[src/rtl/spectrum_pkg.sv]
// Shared types and constants for the Spectrum RAM port-A arbiter.
package spectrum_pkg;

    typedef enum logic [1:0] {
        StIdle,
        StGrantCpu,
        StGrantSpi,
        StCapture
    } arb_state_e;

    localparam logic [7:0]  CTRL_PAGE_DEF    = 8'hFF;
    localparam logic [7:0]  RAM_PAGE_DEF     = 8'h00;
    localparam int unsigned CTRL_LOADING_BIT = 1;

endpackage

[src/rtl/req_latch.sv]
// One requester's pending bit with its latched address, data and direction.
// A new request may be taken on the same edge the previous one is retired.
module req_latch #(
    parameter int unsigned ADDR_W = 16
) (
    input  logic              clk,
    input  logic              reset,
    input  logic              set,
    input  logic              clr,
    input  logic [ADDR_W-1:0] set_addr,
    input  logic [7:0]        set_data,
    input  logic              set_wr,
    output logic              accept,
    output logic              pend,
    output logic [ADDR_W-1:0] addr,
    output logic [7:0]        data,
    output logic              wr
);

    logic              pend_q;
    logic [ADDR_W-1:0] addr_q;
    logic [7:0]        data_q;
    logic              wr_q;

    assign accept = set && (!pend_q || clr);

    always_ff @(posedge clk) begin
        if (reset) begin
            pend_q <= 1'b0;
            addr_q <= '0;
            data_q <= '0;
            wr_q   <= 1'b0;
        end else if (accept) begin
            pend_q <= 1'b1;
            addr_q <= set_addr;
            data_q <= set_data;
            wr_q   <= set_wr;
        end else if (clr) begin
            pend_q <= 1'b0;
        end
    end

    assign pend = pend_q;
    assign addr = addr_q;
    assign data = data_q;
    assign wr   = wr_q;

endmodule

[src/rtl/spectrum_ram_arbiter.sv]
// Shares RAM port A between the Z80 and the SPI loader, and holds the SPI-written
// control register. Each access is IDLE -> GRANT -> CAPTURE -> IDLE.
module spectrum_ram_arbiter
    import spectrum_pkg::*;
#(
    parameter int unsigned ADDR_W     = 16,
    parameter logic [7:0]  CTRL_PAGE  = CTRL_PAGE_DEF,
    parameter logic [7:0]  RAM_PAGE   = RAM_PAGE_DEF,
    parameter int unsigned STARVE_MAX = 4
) (
    input  logic              clk,
    input  logic              reset,
    input  logic              cpu_ce,
    input  logic              cpu_mreq_n,
    input  logic              cpu_rd_n,
    input  logic              cpu_wr_n,
    input  logic [15:0]       cpu_addr,
    input  logic [7:0]        cpu_dout,
    output logic [7:0]        cpu_din,
    output logic              cpu_wait_n,
    input  logic              spi_wr,
    input  logic              spi_rd,
    input  logic [31:0]       spi_addr,
    input  logic [7:0]        spi_wdata,
    output logic [7:0]        spi_rdata,
    output logic              spi_overrun,
    output logic [7:0]        ctrl,
    output logic              loading,
    output logic [ADDR_W-1:0] ram_addr,
    output logic              ram_we,
    output logic [7:0]        ram_din,
    input  logic [7:0]        ram_dout
);

    localparam int unsigned STARVE_W = $clog2(STARVE_MAX + 1);

    arb_state_e state_q, state_d;

    logic [STARVE_W-1:0] starve_q;
    logic [7:0]          ctrl_q;
    logic [7:0]          cpu_din_q;
    logic [7:0]          spi_rdata_q;
    logic                overrun_q;
    logic [ADDR_W-1:0]   ram_addr_q;
    logic [7:0]          ram_din_q;
    logic                serve_spi_q;

    logic              cpu_set, cpu_clr, cpu_accept, cpu_pend, cpu_wr_l;
    logic [ADDR_W-1:0] cpu_addr_l;
    logic [7:0]        cpu_data_l;
    logic              spi_set, spi_clr, spi_accept, spi_pend, spi_wr_l;
    logic [ADDR_W-1:0] spi_addr_l;
    logic [7:0]        spi_data_l;
    logic              ctrl_wr, ctrl_rd, starved;
    logic [7:0]        spi_page;

    assign spi_page = spi_addr[31:24];
    assign cpu_set  = cpu_ce && !cpu_mreq_n && (!cpu_rd_n || !cpu_wr_n);
    assign spi_set  = (spi_wr || spi_rd) && (spi_page == RAM_PAGE);
    assign ctrl_wr  = spi_wr && (spi_page == CTRL_PAGE);
    assign ctrl_rd  = spi_rd && !spi_wr && (spi_page == CTRL_PAGE);
    assign loading  = ctrl_q[CTRL_LOADING_BIT];
    assign starved  = (starve_q == STARVE_W'(STARVE_MAX));

    // Bits between the RAM address and the page byte carry no meaning here.
    if (ADDR_W < 24) begin : g_spi_addr_unused
        logic unused_spi_addr;
        assign unused_spi_addr = ^spi_addr[23:ADDR_W];
    end

    req_latch #(.ADDR_W(ADDR_W)) u_cpu_req (
        .clk      (clk),
        .reset    (reset),
        .set      (cpu_set),
        .clr      (cpu_clr),
        .set_addr (ADDR_W'(cpu_addr)),
        .set_data (cpu_dout),
        .set_wr   (!cpu_wr_n),
        .accept   (cpu_accept),
        .pend     (cpu_pend),
        .addr     (cpu_addr_l),
        .data     (cpu_data_l),
        .wr       (cpu_wr_l)
    );

    req_latch #(.ADDR_W(ADDR_W)) u_spi_req (
        .clk      (clk),
        .reset    (reset),
        .set      (spi_set),
        .clr      (spi_clr),
        .set_addr (spi_addr[ADDR_W-1:0]),
        .set_data (spi_wdata),
        .set_wr   (spi_wr),
        .accept   (spi_accept),
        .pend     (spi_pend),
        .addr     (spi_addr_l),
        .data     (spi_data_l),
        .wr       (spi_wr_l)
    );

    always_ff @(posedge clk) begin
        if (reset) begin
            state_q <= StIdle;
        end else begin
            state_q <= state_d;
        end
    end

    always_comb begin
        state_d = state_q;
        unique case (state_q)
            StIdle: begin
                if (spi_pend && (loading || !cpu_pend || starved)) begin
                    state_d = StGrantSpi;
                end else if (cpu_pend && !loading) begin
                    state_d = StGrantCpu;
                end
            end
            StGrantCpu, StGrantSpi: state_d = StCapture;
            StCapture:              state_d = StIdle;
            default:                state_d = StIdle;
        endcase
    end

    // Reset gates the strobe combinationally so no write lands on the reset edge.
    always_comb begin
        ram_we  = 1'b0;
        cpu_clr = 1'b0;
        spi_clr = 1'b0;
        unique case (state_q)
            StGrantCpu: ram_we  = cpu_wr_l && !reset;
            StGrantSpi: ram_we  = spi_wr_l && !reset;
            StCapture: begin
                cpu_clr = !serve_spi_q;
                spi_clr = serve_spi_q;
            end
            default: ;
        endcase
    end

    always_ff @(posedge clk) begin
        if (reset) begin
            starve_q    <= '0;
            ctrl_q      <= '0;
            cpu_din_q   <= '0;
            spi_rdata_q <= '0;
            overrun_q   <= 1'b0;
            ram_addr_q  <= '0;
            ram_din_q   <= '0;
            serve_spi_q <= 1'b0;
        end else begin
            if (state_d == StGrantCpu) begin
                ram_addr_q  <= cpu_addr_l;
                ram_din_q   <= cpu_data_l;
                serve_spi_q <= 1'b0;
                if (spi_pend && !starved) begin
                    starve_q <= starve_q + 1'b1;
                end
            end else if (state_d == StGrantSpi) begin
                ram_addr_q  <= spi_addr_l;
                ram_din_q   <= spi_data_l;
                serve_spi_q <= 1'b1;
                starve_q    <= '0;
            end
            if (cpu_clr && !cpu_wr_l) begin
                cpu_din_q <= ram_dout;
            end
            if (ctrl_rd) begin
                spi_rdata_q <= ctrl_q;
            end else if (spi_clr && !spi_wr_l) begin
                spi_rdata_q <= ram_dout;
            end
            if (ctrl_wr) begin
                ctrl_q <= spi_wdata;
            end
            if (spi_set && !spi_accept) begin
                overrun_q <= 1'b1;
            end
        end
    end

    assign cpu_din     = cpu_din_q;
    assign cpu_wait_n  = !cpu_pend;
    assign spi_rdata   = spi_rdata_q;
    assign spi_overrun = overrun_q;
    assign ctrl        = ctrl_q;
    assign ram_addr    = ram_addr_q;
    assign ram_din     = ram_din_q;

endmodule

[config.mk]
export PLATFORM = sky130hd
export DESIGN_NAME = spectrum_ram_arbiter
export DESIGN_NICKNAME = d
export VERILOG_FILES = /design/src/rtl/spectrum_pkg.sv /design/src/rtl/req_latch.sv /design/src/rtl/spectrum_ram_arbiter.sv
export SDC_FILE = /design/constraint.sdc
export NUM_CORES = 1
export LEC_CHECK = 0
export BUFFER_PORTS_ARGS = -buffer_cell sky130_fd_sc_hd__buf_2
export CELL_PAD_IN_SITES_DETAIL_PLACEMENT = 1
export CELL_PAD_IN_SITES_GLOBAL_PLACEMENT = 1
export CORE_MARGIN = 5
export CORE_UTILIZATION = 41
export DETAILED_ROUTE_END_ITERATION = 10
export PLACE_DENSITY = 0.89
export SYNTH_ARGS = -nofsm -noshare
export SYNTH_HDL_FRONTEND = slang
export SYNTH_SLANG_ARGS = --single-unit
export TNS_END_PERCENT = 5
[constraint.sdc]
create_clock -name clk -period 5.9 [get_ports clk]
set_input_delay 0.885 -clock clk [delete_from_list [all_inputs] [get_ports clk]]
set_output_delay 0.885 -clock clk [all_outputs]
set_load 0.05 [all_outputs]
==> results of run 1 <==
[kinds of logic (layout without fill, tap and decap cells)]
family          Yosys count  count (layout)  synth area share [%]
compound gates           61              61                  7.39
xor+xnor                  1               1                 0.201
fa+ha+maj                 8               8                  2.29
buf+inv                  39             153                  4.15
flops                   107             107                  49.0
mux                      82              82                  19.0
simple gates            181             181                  17.9
[power by group]
part / total [W] / leakage, nW / internal [W] / switching, W
sequential: 0.000761 / 0.865 / 0.000746 / 0.0000150
combinational: 0.000455 / 1.22 / 0.000142 / 0.000313
clock: 0.000464 / 0.106 / 0.000219 / 0.000244
total: 0.00168 / 2.19 / 0.00111 / 0.000572
[synth_stat cells (3+ instances only)]
master	instances	area (sq um)
nand2_1	54	203
nand2b_1	4	25.0
nand4_1	3	18.8
mux2i_1	73	731
buf_2	7	35.0
a21oi_1	54	270
buf_6	3	33.8
clkbuf_1	18	67.6
nor2_1	106	398
dfxtp_1	107	2140
mux2_1	9	101
inv_1	9	33.8
ha_1	8	100
[cell type report]
type,count,area (sq um)
Sequential cell,107,2140
Inverter,10,37.5
Multi-Input combinational cell,333,2060
Clock buffer,12,155
Tap cell,136,170
Clock inverter,4,48.8
Timing Repair Buffer,127,648
Fill cell,1299,5100
[registers in the layout, indices dropped and copies added, names as in the netlist, 2 cells and up]
| register | count |
|---|---|
| ram_addr | 16 |
| u_cpu_req.addr | 16 |
| u_spi_req.addr | 16 |
| cpu_din | 8 |
| ctrl | 8 |
| ram_din | 8 |
| spi_rdata | 8 |
| u_cpu_req.data | 8 |
| u_spi_req.data | 8 |
| starve_q | 3 |
| state_q | 2 |
[path summary, 6_finish.rpt]
| path | depth (start not counted) | slack [ns] | end | from |
|---|---|---|---|---|
| worst min register to register | 2 | 0.46 | u_spi_req.addr[10] | u_spi_req.addr[10] |
| worst max register to register | 11 | 3.06 | ram_addr[7] | starve_q[0] |
| worst min-delay path | 2 | 0.46 | u_spi_req.addr[10] | u_spi_req.addr[10] |
| worst max-delay path | 11 | 3.06 | ram_addr[7] | starve_q[0] |
[worst register-to-register path, delay by kind of cell (launching register included)]
kind            cells  cell delay, ns
fa+ha+maj           2            0.90
compound gates      3            0.50
simple gates        3            0.33
flops               1            0.39
buf+inv             3            0.59
[routing by layer]
metal  vias up  wire [um]
met5         -          0
met4         0        278
met3        21        326
met2        65       6430
met1      1833       4840
li1       1811          -
[metrics by stage]
step | hold slack, ns | setup slack [ns] | power, W | utilization, %
2_1_floorplan | 0.436 | 2.58 | 0.00111 | -
3_3_place_gp | 0.442 | 3.14 | 0.00122 | 48.8
3_5_place_dp | 0.453 | 3.07 | 0.00123 | 48.8
4_1_cts | 0.468 | 3.05 | 0.00170 | 50.8
5_1_grt | 0.491 | 2.78 | 0.00177 | 50.8
6_report | 0.462 | 3.06 | 0.00168 | 50.8
==> impl_metrics.toml, run 1 <==
[die]
rows = 37
start_util_pct = 42.1
ioPinCount = 132
coreArea_sq_um = 10400
fp.dieH_um = 113
dieArea_sq_um = 12800
die_width_um = 113

[synthesis]
syn_area_per_cell_sq_um = 9.12
netlist-cell-type-count = 33
ys_seq_area_share_pct = 49.0
mappedNetlistNets = 567
async_flop_share_pct = 0
synth_cells = 479
synth_top_flop_cell = "dfxtp_1"
yosysWarnings = 0
yosys_register_bits = 107
synth_area_sq_um = 4370
synth-edff-count = 0

[global_routing]
use_met2_pct = 35.9
grt.met3_usage_pct = 2.41
busiest_layer = "met2"
grt-ovfl-total = 0
antenna_found_initial = 0
grtUsageMet1_pct = 21.3
grt_max_degree = 60
gr-usage-all-layers_pct = 19.0
first_global_vias = 4062
grt_pass1_wl_um = 19700

[critical_path]
crit_type = "flip-flop to flip-flop"
cp.required_ns = 6.13
path_buf_inv = 3
startpoint_type = "flip-flop"
crit_slowest_cell = "ha_1"
cp-end-kind = "flip-flop"
cp_max_fo = 30
path_delay_family = "adder cells"
cpPeakStageDelay_ns = 0.70
crit_chain = "inv_1 > ha_1 > and2_1 > o21ai_1 > o2bb2ai_1 > inv_1 > ha_1 > buf_4 > nor2_1 > a21oi_1 > nor2_1"
critPathArrivalTime_ns = 3.07

[place]
dp_hpwl_um = 8620
dp_cells = 713
dpl_cell_area_sq_um = 5060
place.port_buffers = 123
gp_congestion = 0.763

[drt]
antenna_left = 0
via_per_inst = 5.12
drcViolationCount = 0
via_count = 3730
firstDrtPassIters = 4
drtIter0Drc = 71
routed_wl_um = 11900
wire_per_inst_um = 16.3

[clocking]
root_buffer = "clkbuf_8"
cts_buffers = 9
insertion_delay_ns = 0.36
cts.clk_slew.worst_paths_ns = 0.10
cts_tree = "yes"
cts_buffer_depth = 2
holdBufCountCts = 0
cts_max_level = 3
postCtsResizedCells = 0
clkSinkCount = 107
post_cts_buffers = 0

[finish]
final_cell_area_sq_um = 5270
antenna_cells = 0
nets = 676
drive_above_1_share_pct = 25.3
final_cell_mix = "122 x buf_2, 107 x dfxtp_1, 106 x nor2_1"
final_cell_count_no_fill = 729
area_delta_synth_final_pct = 20.6
mostFrequentLayoutCell = "buf_2"

[timing]
fmax_mhz = 352
period_minus_slack_ns = 2.84
rsz0062_at_grt = "false"
fin_setup_tns_ns = 0
slew_violations = 0
hold_violations = 0
slew_headroom_pct = 36.4
skew_ns = 0.0114
setup_viol = 0
period_share_pct = 48.1
tightest_slew_ns = 0.951

[power_and_ir_drop]
p_per_area_nw_per_um2 = 319
ir_worst_vdd_v = 0.000160
leakage_nw = 2.19

[status]
status = "completed"

[flow_run]
cap_violations = 0

[worst_hold_path]
hp-class = "flip-flop to flip-flop"
Power figures use the tool's default switching activity.
==> run 2: changes to the inputs <==
--- a/config.mk
+++ b/config.mk
@@ -9,9 +9,9 @@
 export CELL_PAD_IN_SITES_DETAIL_PLACEMENT = 1
 export CELL_PAD_IN_SITES_GLOBAL_PLACEMENT = 1
 export CORE_MARGIN = 5
-export CORE_UTILIZATION = 41
+export CORE_UTILIZATION = 38
 export DETAILED_ROUTE_END_ITERATION = 10
-export PLACE_DENSITY = 0.89
+export PLACE_DENSITY = 0.84
 export SYNTH_ARGS = -nofsm -noshare
 export SYNTH_HDL_FRONTEND = slang
 export SYNTH_SLANG_ARGS = --single-unit
==> constraint.sdc (replaced) <==
create_clock -name clk -period 2.83 [get_ports clk]
set_input_delay 0.4245 -clock clk [delete_from_list [all_inputs] [get_ports clk]]
set_output_delay 0.4245 -clock clk [all_outputs]
set_load 0.05 [all_outputs]
==> run 2 against run 1 <==
Effect of this change:
- routed wire length rose by 5.5%
- first-iteration DRC count rose by 59%
- sequential share of layout area fell by 1.2 points
- fmax rose by 12%
- clock skew fell by 0.0027 ns
- setup slack got worse by 2.8 ns
- largest cell class unchanged
- critical endpoint is now starve_q[0]
- via count fell by 0.19%
- register-to-register slack got worse by 2.8 ns
==> impl_metrics.toml, run 2 (synthesized netlist as in run 1, its figures left out) <==
[timing]
worst_slack_ns = 0.290
whs_ns = 0.314
slew_violations = 0
setup_viol = 0
tightest_slew_ns = 0.894
rsz0062_at_grt = "false"
hold_violations = 0
slew_headroom_pct = 40.1
fmax_mhz = 394
period_minus_slack_ns = 2.54
skew_ns = 0.00867
period_share_pct = 89.7
fin_setup_tns_ns = 0

[worst_hold_path]
hp-class = "input port to flip-flop"
holdPathStages = 3

[clocking]
clkSinkCount = 107
cts_buffers = 9
holdBufCountCts = 0
cts_max_level = 3
postCtsResizedCells = 0
insertion_delay_ns = 0.34
cts_buffer_depth = 2
root_buffer = "clkbuf_16"
cts_tree = "yes"
cts.clk_slew.worst_paths_ns = 0.07
post_cts_buffers = 0

[die]
die_width_um = 117
dieArea_sq_um = 13700
start_util_pct = 38.6
rows = 39
fp.dieH_um = 117
ioPinCount = 132
coreArea_sq_um = 11300

[power_and_ir_drop]
p_per_area_nw_per_um2 = 723
clkPwrFrac_pct = 32.4
p_sw_share_pct = 32.9
pwr-share-seq_pct = 40.4
internal_power_w = 0.00263
p_sw_w = 0.00129
pwr-share-comb_pct = 27.2
leakage_nw = 2.26
ir_worst_vdd_v = 0.000372

[drt]
routed_wl_um = 12500
drcViolationCount = 0
drtIter0Drc = 113
wire_per_inst_um = 16.9
firstDrtPassIters = 7
via_per_inst = 5.03
antenna_left = 0
via_count = 3723

[global_routing]
grt_pass1_wl_um = 20200
antenna_found_initial = 0
grt-ovfl-total = 0
grt_max_degree = 65
first_global_vias = 4103
gr-usage-all-layers_pct = 18.7

[place]
place_ws_ns = 0.345
dp_hpwl_um = 8950
gp_congestion = 0.794
place.port_buffers = 123
dpl_cell_area_sq_um = 5130

[critical_path]
cp_max_fo = 12
startpoint_type = "flip-flop"
cp-end-kind = "flip-flop"
cp.required_ns = 3.11
r2r_cells = 11
crit_type = "flip-flop to flip-flop"
critPathArrivalTime_ns = 2.82

[finish]
antenna_cells = 0
area_delta_synth_final_pct = 24.3
final_cell_area_sq_um = 5430
nets = 680
final_cell_mix = "122 x buf_2, 107 x dfxtp_1, 106 x nor2_1"
drive_above_1_share_pct = 26.1
n_fill_cell = 1358
mostFrequentLayoutCell = "buf_2"

[flow_run]
cap_violations = 0

[status]
status = "completed"
==> run 2: cell count changes in the layout (fill, tap and decap cells not counted), moves of 2 or more <==
cell | previous run | this run
clkinvlp_4 | 0 | 2
clkbuf_8 | 11 | 1
clkbuf_16 | 0 | 9
buf_4 | 5 | 7
buf_12 | 0 | 2
==> run 2: worst paths after layout <==
check | from | to | slack, ns
max | starve_q[0] | starve_q[0] | 0.29
min | spi_addr[10] | u_spi_req.addr[10] | 0.31
max reg2reg | starve_q[0] | starve_q[0] | 0.29
min reg2reg | u_spi_req.addr[3] | u_spi_req.addr[3] | 0.46
==> run 2: cell type report <==
class,instances,area [sq um],share of cell area (%)
clock buffer,10,239,4.40
tap,143,179,3.29
timing repair buffer,131,703,12.9
clock inverter,6,63.8,1.17
multi-input combinational,333,2070,38.1
sequential,107,2140,39.4
inverter,10,37.5,0.691
==> run 2: metal layers <==
layer / track usage [%] / part of all wire, % / vias to the layer above
li1: - / - / 1824
met1: 20.6 / 40 / 1820
met2: 35.3 / 54 / 61
met3: 3.65 / 3.6 / 18
met4: 6.88 / 2.0 / 0
met5: 0 / 0 / -
==> run 2: worst max-delay path: stages, from the launching register on <==
cell and delay [ns]:
dfxtp_1 0.39, inv_1 0.07, ha_1 0.20, and2_1 0.15
o21ai_1 0.16, a22oi_1 0.17, inv_1 0.10, ha_2 0.38
buf_12 0.20, and3_1 0.22, mux2_1 0.33, nor2_1 0.09
==> run 2: power by group through the flow <==
stage               logic, W  registers, W  clock network (W)
floorplan           0.000630       0.00168                  0
global placement     0.00102       0.00162                  0
detailed placement   0.00105       0.00162                  0
CTS                  0.00108       0.00159            0.00130
global route         0.00115       0.00159            0.00136
finish               0.00107       0.00159            0.00127
==> run 2: metrics by stage <==
| stage | instances | total power, W | util [%] |
|---|---|---|---|
| floorplan | 479 | 0.00231 | - |
| global placement | 724 | 0.00264 | 45.3 |
| detailed placement | 724 | 0.00267 | 45.3 |
| CTS | 740 | 0.00397 | 48.0 |
| global route | 740 | 0.00410 | 48.0 |
| finish | 740 | 0.00393 | 48.0 |
==> run 3: changes to the inputs <==
--- a/config.mk
+++ b/config.mk
@@ -6,12 +6,10 @@
 export NUM_CORES = 1
 export LEC_CHECK = 0
 export BUFFER_PORTS_ARGS = -buffer_cell sky130_fd_sc_hd__buf_2
-export CELL_PAD_IN_SITES_DETAIL_PLACEMENT = 1
-export CELL_PAD_IN_SITES_GLOBAL_PLACEMENT = 1
 export CORE_MARGIN = 5
-export CORE_UTILIZATION = 38
+export CORE_UTILIZATION = 51
 export DETAILED_ROUTE_END_ITERATION = 10
-export PLACE_DENSITY = 0.84
+export PLACE_DENSITY = 0.83
 export SYNTH_ARGS = -nofsm -noshare
 export SYNTH_HDL_FRONTEND = slang
 export SYNTH_SLANG_ARGS = --single-unit
==> run 3 against run 2 <==
Effect of this change:
- setup slack improved by 0.13 ns
- combinational power decreased by 7%
- sequential power about the same
- first-iteration DRC count increased by 13%
- fmax increased by 5.2%
- register-to-register slack improved by 0.13 ns
- routed wire length decreased by 15%
==> impl_metrics.toml, run 3 (synthesized netlist as in run 1, its figures left out) <==
[power_and_ir_drop]
internal_power_w = 0.00234
p_sw_share_pct = 33.7
ir_worst_vdd_v = 0.000675
clkPwrFrac_pct = 26.5
pwr-share-seq_pct = 45.0
pwr-share-comb_pct = 28.5
p_per_area_nw_per_um2 = 671
p_sw_w = 0.00119
leakage_nw = 2.20

[die]
fp.dieH_um = 103
coreArea_sq_um = 8300
rows = 33
dieArea_sq_um = 10500
start_util_pct = 52.6
ioPinCount = 132
die_width_um = 103

[timing]
whs_ns = 0.286
slew_violations = 0
fmax_mhz = 414
rsz0062_at_grt = "false"
slew_headroom_pct = 36.9
fin_setup_tns_ns = 0
hold_violations = 0
setup_viol = 0
period_minus_slack_ns = 2.41
period_share_pct = 85.3
tightest_slew_ns = 0.941
skew_ns = 0.00743

[place]
dpl_cell_area_sq_um = 5060
place.port_buffers = 123
dp_cells = 685
gp_congestion = 0.777
dp_hpwl_um = 7530

[clocking]
clkSinkCount = 107
cts_max_level = 3
cts_tree = "yes"
holdBufCountCts = 0
cts_buffer_depth = 2
insertion_delay_ns = 0.36
cts_buffers = 9
cts.clk_slew.worst_paths_ns = 0.10
root_buffer = "clkbuf_8"
postCtsResizedCells = 0
post_cts_buffers = 0

[critical_path]
crit_chain = "inv_1 > ha_1 > and2_1 > o21ai_1 > o2bb2ai_1 > ha_2 > buf_4 > and3_1 > mux2_1 > nor2_1"
cp-end-kind = "flip-flop"
crit_slowest_cell = "dfxtp_1"
crit_type = "flip-flop to flip-flop"
critPathArrivalTime_ns = 2.71
cp_max_fo = 13
cp.required_ns = 3.13
cpPeakStageDelay_ns = 0.38
startpoint_type = "flip-flop"

[global_routing]
antenna_found_initial = 0
grt-ovfl-total = 0
gr-usage-all-layers_pct = 21.1
grt_pass1_wl_um = 17500
grt_max_degree = 65
first_global_vias = 3645

[drt]
firstDrtPassIters = 4
via_count = 3697
routed_wl_um = 10600
wire_per_inst_um = 15.1
drcViolationCount = 0
via_per_inst = 5.27
drtIter0Drc = 128
antenna_left = 0

[finish]
antenna_cells = 0
n_fill_cell = 717
final_cell_mix = "122 x buf_2, 107 x dfxtp_1, 106 x nor2_1"
mostFrequentLayoutCell = "buf_2"
utilization_pct = 63.3
area_delta_synth_final_pct = 20.3
final_cell_area_sq_um = 5260
nets = 679
drive_above_1_share_pct = 25.3
final_cell_count_no_fill = 701

[flow_run]
cap_violations = 0

[status]
status = "completed"

[worst_hold_path]
hp-class = "input port to flip-flop"
run 3: cell types whose count changed in the layout (fill, tap and decap cells not counted), sizes merged:
cell      before  now
clkbuf        10   13
clkinvlp       2    0
buf          131  130
inv           11   10
run 3: final cells by class:
class	count	area (sq um)	share of cell area [%]
well taps	105	131	2.50
multi-input cells	333	2060	39.3
inverters	10	37.5	0.714
flip-flops and latches	107	2140	40.8
clock buffers	13	149	2.83
clock inverters	3	47.5	0.905
repair buffers	130	683	13.0
run 3: metal layers:
layer,global-route usage [%],share of wire [%],vias up
met5,0,0,-
met4,6.86,1.5,0
met3,5.07,5.8,16
met2,36.5,52,90
met1,25.8,41,1768
li1,-,-,1823
run 3: worst paths after layout:
| check | from | to | slack, ns | cells past startpoint |
|---|---|---|---|---|
| max | starve_q[0] | starve_q[0] | 0.42 | 10 |
| min | spi_addr[10] | u_spi_req.addr[10] | 0.29 | 3 |
| max reg2reg | starve_q[0] | starve_q[0] | 0.42 | 10 |
| min reg2reg | u_spi_req.data[6] | u_spi_req.data[6] | 0.46 | 2 |
run 3: critical path, delay by kind of cell (launching register included):
family                     cells  cell delay (ns)
adders and majority gates      2             0.49
DFF                            1             0.38
muxes                          1             0.32
buffers and inverters          2             0.31
and+or+nand+nor                3             0.48
AOI/OAI and AO/OA              2             0.37
run 3: power groups by stage:
stage,logic (W),clock network [W],registers [W]
after global placement,0.000979,0,0.00162
final,0.00100,0.000936,0.00159
after CTS,0.00101,0.000949,0.00159
after floorplan,0.000630,0,0.00168
after global routing,0.00110,0.00102,0.00159
after detailed placement,0.00101,0,0.00162
run 3: through the flow:
step | power (W) | setup WS [ns]
after floorplan | 0.00231 | 0.418
after global placement | 0.00260 | 0.537
after detailed placement | 0.00263 | 0.426
after CTS | 0.00355 | 0.397
after global routing | 0.00371 | 0.270
final | 0.00353 | 0.415
